$ cat src/rtl/mips_multicycle_control.sv
// Multicycle MIPS control FSM. Sequences the shared-memory datapath one
// state per cycle, issues Moore-style mux selects and write enables, stalls
// on mem_ready and counts retired instructions.
//
// Handshake: the memory access issued in FETCH, MEMRD or MEMWR completes in
// the cycle mem_ready=1. The FSM holds its state and keeps every select and
// strobe stable while mem_ready=0. Enables qualified by mem_ready, such as
// ir_write and pc_en in FETCH, fire only in the completing cycle.
module mips_multicycle_control #(
  parameter int COUNT_W         = 32,
  parameter bit HALT_ON_ILLEGAL = 1'b1
) (
  input  logic               clk,
  input  logic               reset,
  input  logic [5:0]         opcode,
  input  logic               zero,
  input  logic               mem_ready,
  output logic               iord,
  output logic               ir_write,
  output logic               mem_write,
  output logic               reg_write,
  output logic               reg_dst,
  output logic               mem_to_reg,
  output logic               alu_src_a,
  output logic [1:0]         alu_src_b,
  output logic [1:0]         alu_op,
  output logic [1:0]         pc_src,
  output logic               pc_en,
  output logic [3:0]         state,
  output logic               instr_done,
  output logic [COUNT_W-1:0] instr_count,
  output logic               halted
);

  typedef enum logic [3:0] {
    S_FETCH   = 4'd0,
    S_DECODE  = 4'd1,
    S_MEMADR  = 4'd2,
    S_MEMRD   = 4'd3,
    S_MEMWB   = 4'd4,
    S_MEMWR   = 4'd5,
    S_EXECUTE = 4'd6,
    S_ALUWB   = 4'd7,
    S_BRANCH  = 4'd8,
    S_ADDIEX  = 4'd9,
    S_ADDIWB  = 4'd10,
    S_JUMP    = 4'd11,
    S_HALT    = 4'd12
  } state_t;

  localparam logic [5:0] OP_RTYPE = 6'b000000;
  localparam logic [5:0] OP_LW    = 6'b100011;
  localparam logic [5:0] OP_SW    = 6'b101011;
  localparam logic [5:0] OP_BEQ   = 6'b000100;
  localparam logic [5:0] OP_ADDI  = 6'b001000;
  localparam logic [5:0] OP_J     = 6'b000010;

  state_t             state_q, state_d;
  logic [COUNT_W-1:0] instr_count_q, instr_count_d;

  // Raw per-state enables before the reset gate.
  logic ir_write_c, mem_write_c, reg_write_c, pc_write_c, branch_c, done_c;

  // Per-state output decode and next-state selection.
  always_comb begin
    state_d     = state_q;
    iord        = 1'b0;
    ir_write_c  = 1'b0;
    mem_write_c = 1'b0;
    reg_write_c = 1'b0;
    reg_dst     = 1'b0;
    mem_to_reg  = 1'b0;
    alu_src_a   = 1'b0;
    alu_src_b   = 2'b00;
    alu_op      = 2'b00;
    pc_src      = 2'b00;
    pc_write_c  = 1'b0;
    branch_c    = 1'b0;
    done_c      = 1'b0;
    halted      = 1'b0;
    case (state_q)
      S_FETCH: begin
        alu_src_b  = 2'b01;
        ir_write_c = mem_ready;
        pc_write_c = mem_ready;
        if (mem_ready) state_d = S_DECODE;
      end
      S_DECODE: begin
        alu_src_b = 2'b11;
        case (opcode)
          OP_LW, OP_SW: state_d = S_MEMADR;
          OP_RTYPE:     state_d = S_EXECUTE;
          OP_BEQ:       state_d = S_BRANCH;
          OP_ADDI:      state_d = S_ADDIEX;
          OP_J:         state_d = S_JUMP;
          default: begin
            // Unsupported opcode: either freeze or retire it as a NOP.
            if (HALT_ON_ILLEGAL) begin
              state_d = S_HALT;
            end else begin
              state_d = S_FETCH;
              done_c  = 1'b1;
            end
          end
        endcase
      end
      S_MEMADR: begin
        alu_src_a = 1'b1;
        alu_src_b = 2'b10;
        // Only lw/sw reach here; anything but sw is treated as a load.
        state_d   = (opcode == OP_SW) ? S_MEMWR : S_MEMRD;
      end
      S_MEMRD: begin
        iord = 1'b1;
        if (mem_ready) state_d = S_MEMWB;
      end
      S_MEMWB: begin
        mem_to_reg  = 1'b1;
        reg_write_c = 1'b1;
        done_c      = 1'b1;
        state_d     = S_FETCH;
      end
      S_MEMWR: begin
        iord        = 1'b1;
        mem_write_c = 1'b1;
        if (mem_ready) begin
          done_c  = 1'b1;
          state_d = S_FETCH;
        end
      end
      S_EXECUTE: begin
        alu_src_a = 1'b1;
        alu_op    = 2'b10;
        state_d   = S_ALUWB;
      end
      S_ALUWB: begin
        reg_dst     = 1'b1;
        reg_write_c = 1'b1;
        done_c      = 1'b1;
        state_d     = S_FETCH;
      end
      S_BRANCH: begin
        alu_src_a = 1'b1;
        alu_op    = 2'b01;
        pc_src    = 2'b01;
        branch_c  = 1'b1;
        done_c    = 1'b1;
        state_d   = S_FETCH;
      end
      S_ADDIEX: begin
        alu_src_a = 1'b1;
        alu_src_b = 2'b10;
        state_d   = S_ADDIWB;
      end
      S_ADDIWB: begin
        reg_write_c = 1'b1;
        done_c      = 1'b1;
        state_d     = S_FETCH;
      end
      S_JUMP: begin
        pc_src     = 2'b10;
        pc_write_c = 1'b1;
        done_c     = 1'b1;
        state_d    = S_FETCH;
      end
      S_HALT: begin
        halted  = 1'b1;
        state_d = S_HALT;
      end
      default: state_d = S_FETCH;
    endcase
  end

  // Retirement counter next value; wraps naturally at 2^COUNT_W.
  always_comb begin
    instr_count_d = instr_count_q;
    if (done_c) instr_count_d = instr_count_q + COUNT_W'(1);
  end

  // Write enables are gated by reset so an aborted instruction writes nothing.
  always_comb begin
    ir_write  = ir_write_c & ~reset;
    mem_write = mem_write_c & ~reset;
    reg_write = reg_write_c & ~reset;
    pc_en     = (pc_write_c | (branch_c & zero)) & ~reset;
  end

  assign instr_done  = done_c;
  assign state       = state_q;
  assign instr_count = instr_count_q;

  // State register and retired-instruction counter.
  always_ff @(posedge clk or posedge reset) begin
    if (reset) begin
      state_q       <= S_FETCH;
      instr_count_q <= '0;
    end else begin
      state_q       <= state_d;
      instr_count_q <= instr_count_d;
    end
  end

endmodule

$ cat config.mk
export PLATFORM = sky130hd
export DESIGN_NAME = mips_multicycle_control
export DESIGN_NICKNAME = d
export VERILOG_FILES = /design/src/rtl/mips_multicycle_control.sv
export SDC_FILE = /design/constraint.sdc
export NUM_CORES = 1
export LEC_CHECK = 0
export CORE_AREA = 10 10 77 79
export DETAILED_ROUTE_END_ITERATION = 16
export DIE_AREA = 0 0 87 89
export GPL_ROUTABILITY_DRIVEN = 1
export HOLD_SLACK_MARGIN = 0.05
export PLACE_DENSITY = 0.87
export SLEW_MARGIN = 25
export SYNTH_ARGS = -nofsm -noshare
export SYNTH_HDL_FRONTEND = slang
export SYNTH_SLANG_ARGS = --single-unit
$ cat constraint.sdc
create_clock -name clk -period 2.32 [get_ports clk]
set_input_delay 0.348 -clock clk [delete_from_list [all_inputs] [get_ports clk]]
set_output_delay 0.348 -clock clk [all_outputs]
set_load 0.05 [all_outputs]
Word level (Yosys, flattened, before mapping) --
Index checks and enable logic that the tools add are counted.
Word-level totals: input port bits 10, bits in registers 36, output and inout bits 52
Cells by class: $add $sub $neg 1, bitwise gates (word level) 7, reduce and logical (&&, ||, !) cells 9, equal/unequal tests 20, muxes and demuxes 21
Operator list (count):
- $add A32 B1 Y32 const B | 1
- $pmux W4 S8 | 1
- $eq A4 B4 Y1 const B | 5
- $pmux W4 S5 | 1
- $eq A4 B3 Y1 const B | 4
- $eq A6 B6 Y1 const B | 2
- $mux W4 | 3
- $mux W1 | 10
- $eq A4 B2 Y1 const B | 2
- $pmux W2 S2 | 2
- $eq A6 B2 Y1 const B | 1
- $eq A6 B3 Y1 const B | 1
- $eq A6 B4 Y1 const B | 1
- $logic_not A6 Y1 | 1
- $ne A2 B2 Y1 const B | 3
- $pmux W2 S3 | 1
- $reduce_or A2 Y1 | 3
- $and A1 B1 Y1 | 5
- $reduce_or A5 Y1 | 1
- $eq A4 B1 Y1 const B | 1
- $logic_not A4 Y1 | 1
- $pmux W1 S2 | 2
- $reduce_or A4 Y1 | 1
- $mux W3 | 1
- other kinds (4) | 4

Logic depth before layout (Yosys ltp) --
depth in word-level cells 5, mapped depth 7, mapped depth without buffers 5

Least setup slack after synthesis --
Ideal clock, no wire load.
path type register to output, from register state_q[1], in the netlist state[1], to output port pc_src[0], cell stages (with the launch flop) 5, required time 1.972 ns, path slack -0.561 ns, arrival 2.533 ns, cell sequence dfrtp_1 buf_2 buf_1 nor3_1 buf_4
Between the ends: word-level cells in the longest chain between the ends 2
RTL lines:
- start, declared | line 58 | state_t state_q, state_d;
- start signal, assigned | line 198 | state_q <= state_d;
- $eq A4 B4 Y1 | line 81 | case (state_q)
- $pmux W2 S2 * | line 81
- end, declared | line 27 | output logic [1:0] pc_src,
Every way passes the cells marked *; elsewhere a longest branch is shown, timed or not.

Worst setup path in the final report --
from input port mem_ready, to register instr_count_q[18], in the netlist instr_count[18]
Between the ends: word-level cells in the longest chain between the ends 2
RTL lines:
- start, declared | line 17 | input logic mem_ready,
- $mux W1 | line 126 | if (mem_ready) begin
- $pmux W1 S2 | line 81
- end signal, assigned | line 199 | instr_count_q <= instr_count_d;
- end, declared | line 59 | logic [COUNT_W-1:0] instr_count_q, instr_count_d;
Every way passes these cells. A chain may end at the register's enable or synchronous reset.

==> results by group <==
Status
  • Status: finished, final reports clean

Synthesis
  • Synth Register Bits: 36
  • Post-synth top area cell: dfrtp_1
  • Count leader, synth: dfrtp_1
  • Post-synthesis sequential area ratio: 0.444
  • Number of synthesized flops with an enable pin: 0
  • Dominant synthesized flop cell: dfrtp_1
  • Ranking of synthesized cells by area: dfrtp_1 44%, xnor2_1 8.6%, xor2_1 5.6%
  • Synth top cells by count: 36 x dfrtp_1, 20 x nor2_1, 20 x xnor2_1, 19 x nand2_1, 13 x xor2_1
  • Yosys top cell area share: 0.444
  • Syn Inst Count: between 200 and 250
  • Syn_area_per_cell: 9.62 um^2
  • Fraction of registers with async set/reset: 1.00
  • Syn Nets: 222
  • Post-Syn Area: 2030 um^2
  • Yosys Warn Count: 0
  • Unique masters post-synth: 45

Setup path
  • Critical Path Slowest Stage Cell: or4b_4
  • Required time worst endpoint: about 2.5 ns
  • Critical-path maximum fanout: 10
  • Crit-path max cell delay: 0.58 ns
  • Crit start category: primary input
  • Worst Path Buf+Inv: 1
  • Critical path capture point type: register
  • Setup CP Type: primary input to register
  • CP arrival: 2.41 ns
  • Worst path cell trace: clkdlybuf4s50_1 > nand2_1 > a2111o_1 > or4b_4 > nor3b_1 > xor2_1
  • Delay-heaviest family, CP: simple AND/OR/NAND/NOR gates

Cells and area
  • Layout cells sized above 1: 0.218
  • Nets: a little under 300
  • # fillers: 372
  • Antenna cells: 0
  • Layout area overhead: 44.9%

Clock tree
  • Clock tree buffer depth: 2
  • Post-CTS Setup Repair Bufs: 0
  • Num CTS Buffers: 5
  • H-tree levels: 2
  • CTS tree: built
  • Hold-fix buffers, CTS: 0
  • Clock slew at reported path FFs: 0.07 ns
  • Post-cts sizing count: 0
  • Clock Latency Late Sink: 0.29 ns
  • Clock sink count: 36
  • Clock Root Buffer: clkbuf_8

STA
  • Worst-Margin Slew: 0.526 ns
  • TNS Setup: 0 ns
  • Max Slew Vio Count: 0
  • Clock Skew: between 0.002 and 0.003 ns
  • RSZ-0062 raised after global routing: no
  • Fin crit period: ~2.2 ns
  • Slew Limit Headroom: 0.648
  • Tcrit/Tclk final: 0.947
  • Setup violations, final: 0
  • Final hold viol count: 0
  • Max Fclk: 455 MHz

Die
  • Die Y: 89 um
  • Core area: 4540 um^2
  • Num rows: 25
  • I/O pins: just over 60
  • DIE AREA: 7740 um^2
  • Die X: 87 um
  • Initial Util: 0.447

Pwr
  • Clk pwr share: 0.407
  • Psw: 0.249 mW
  • Pwr Total: around 1.1 mW
  • Flop pwr share: 0.551
  • P_int: 0.889 mW
  • Pwr Density: 387 nW/um^2
  • Cell leakage power: 1.31 nW
  • Peak supply drop: 283 uV
  • Net switching fraction of the power: 0.219
  • Gate power share: 0.042

Route
  • Mean routed wirelength per cell: 16.4 um
  • Pre-antenna DRT Iters: 4
  • Vias: between 1500 and 2000
  • Routed WL: 5570 um
  • Number of DRC markers in iteration 0: 148
  • # DRC: 0
  • Post-route ant nets: 0
  • Vias/cell: roughly 5.5

Placed design
  • PortBufs: 61
  • Final GP Congestion: approximately 0.88
  • Detail Placement HPWL: 4230 um

Global routing
  • Largest net degree at the start of global routing: 37
  • GR Util All Layers: 0.143
  • Initial antenna violation count: 0
  • Vias in the first global route: 1837
  • Total global routing overflow: 0
  • First-pass GRT wire length: a little over 9000 um

Min path
  • Class of the worst hold path: register to register

Job
  • Max_cap viols: 0
==> per-stage QoR <==
stage               utilization  setup WS, ns  hold WS, ns  cell area (um^2)  cells
floorplan                     -       0.00421        0.313              2080    211
global placement          0.628        -0.114        0.464              2850    331
detailed placement        0.628        -0.157        0.464              2850    331
CTS                       0.648         0.121        0.476              2940    339
global route              0.648        0.0368        0.484              2940    339
finish                    0.648         0.123        0.471              2940    339
==> logic make-up after synthesis <==
group	share of synthesized area
AND/OR/NAND/NOR	0.296
flip-flops	0.444
XOR/XNOR	0.142
AO/OA/AOI/OAI	0.0635
buffers and inverters	0.0321
multiplexers	0.0160
adder cells (fa/ha/maj)	0.00616
==> final cells by class <==
cell class	instances	area, um^2	area share
Multi-Input combinational cell	161	1100	0.374
Tap cell	54	67.6	0.0230
Inverter	6	26.3	0.00894
Sequential cell	36	910	0.309
Clock buffer	7	86.3	0.0294
Clock inverter	1	7.51	0.00255
Timing Repair Buffer	74	743	0.253
==> worst register-to-register path, delay by kind of cell (launching register included) <==
kind	cells	cell delay, ns
simple gates	3	1.29
flops	1	0.44
compound gates	1	0.15
xor+xnor	1	0.18
==> cells in the final DEF, fill, tap and decap left out, types with 2 or more instances in the layout <==
| cell type | instances |
|---|---|
| a21oi_1 | 5 |
| and2_1 | 2 |
| and3_1 | 7 |
| and4_1 | 3 |
| buf_12 | 6 |
| buf_4 | 23 |
| clkbuf_8 | 6 |
| clkdlybuf4s50_1 | 45 |
| clkinvlp_4 | 2 |
| dfrtp_1 | 29 |
| dfrtp_2 | 7 |
| inv_1 | 5 |
| mux2_2 | 2 |
| nand2_1 | 19 |
| nand2b_1 | 4 |
| nand3_1 | 9 |
| nand3b_1 | 2 |
| nand4_1 | 12 |
| nor2_1 | 19 |
| nor3_1 | 7 |
| nor3_2 | 2 |
| nor3b_1 | 2 |
| nor4_1 | 3 |
| o21ai_0 | 3 |
| o22ai_1 | 3 |
| xnor2_1 | 20 |
| xor2_1 | 13 |
==> power groups by stage <==
stage | clock network [mW] | registers (mW) | logic [mW]
floorplan | 0 | 0.639 | 0.0190
global placement | 0 | 0.639 | 0.0466
detailed placement | 0 | 0.639 | 0.0481
CTS | 0.472 | 0.627 | 0.0482
global route | 0.501 | 0.627 | 0.0533
finish | 0.463 | 0.627 | 0.0477
==> registers in the layout, indices dropped and copies added, names as in the netlist <==
name	flops
instr_count	32
state	4
==> per-layer routing <==
metal  track usage  part of all wire  up-vias
li1              -                 -      888
met3        0.0593             0.086        8
met1         0.171              0.42      913
met4        0.0501             0.017        0
met2         0.226              0.47       57
met5             0                 0        -
==> worst paths after layout <==
kind / start / to / slack [ns] / depth (start not counted)
max reg2reg: state[2]$_DFFE_PP0P_ / instr_count[18]$_DFFE_PP0P_ / 0.18 / 5
max in group asynchronous: reset / state[3]$_DFFE_PP0P_ / 1.36 / 3
min in group asynchronous: reset / instr_count[22]$_DFFE_PP0P_ / 0.62 / 3
min reg2reg: instr_count[31]$_DFFE_PP0P_ / instr_count[31]$_DFFE_PP0P_ / 0.47 / 1
min: instr_count[31]$_DFFE_PP0P_ / instr_count[31]$_DFFE_PP0P_ / 0.47 / 1
max: mem_ready / instr_count[18]$_DFFE_PP0P_ / 0.12 / 6
Power figures use the tool's default switching activity.
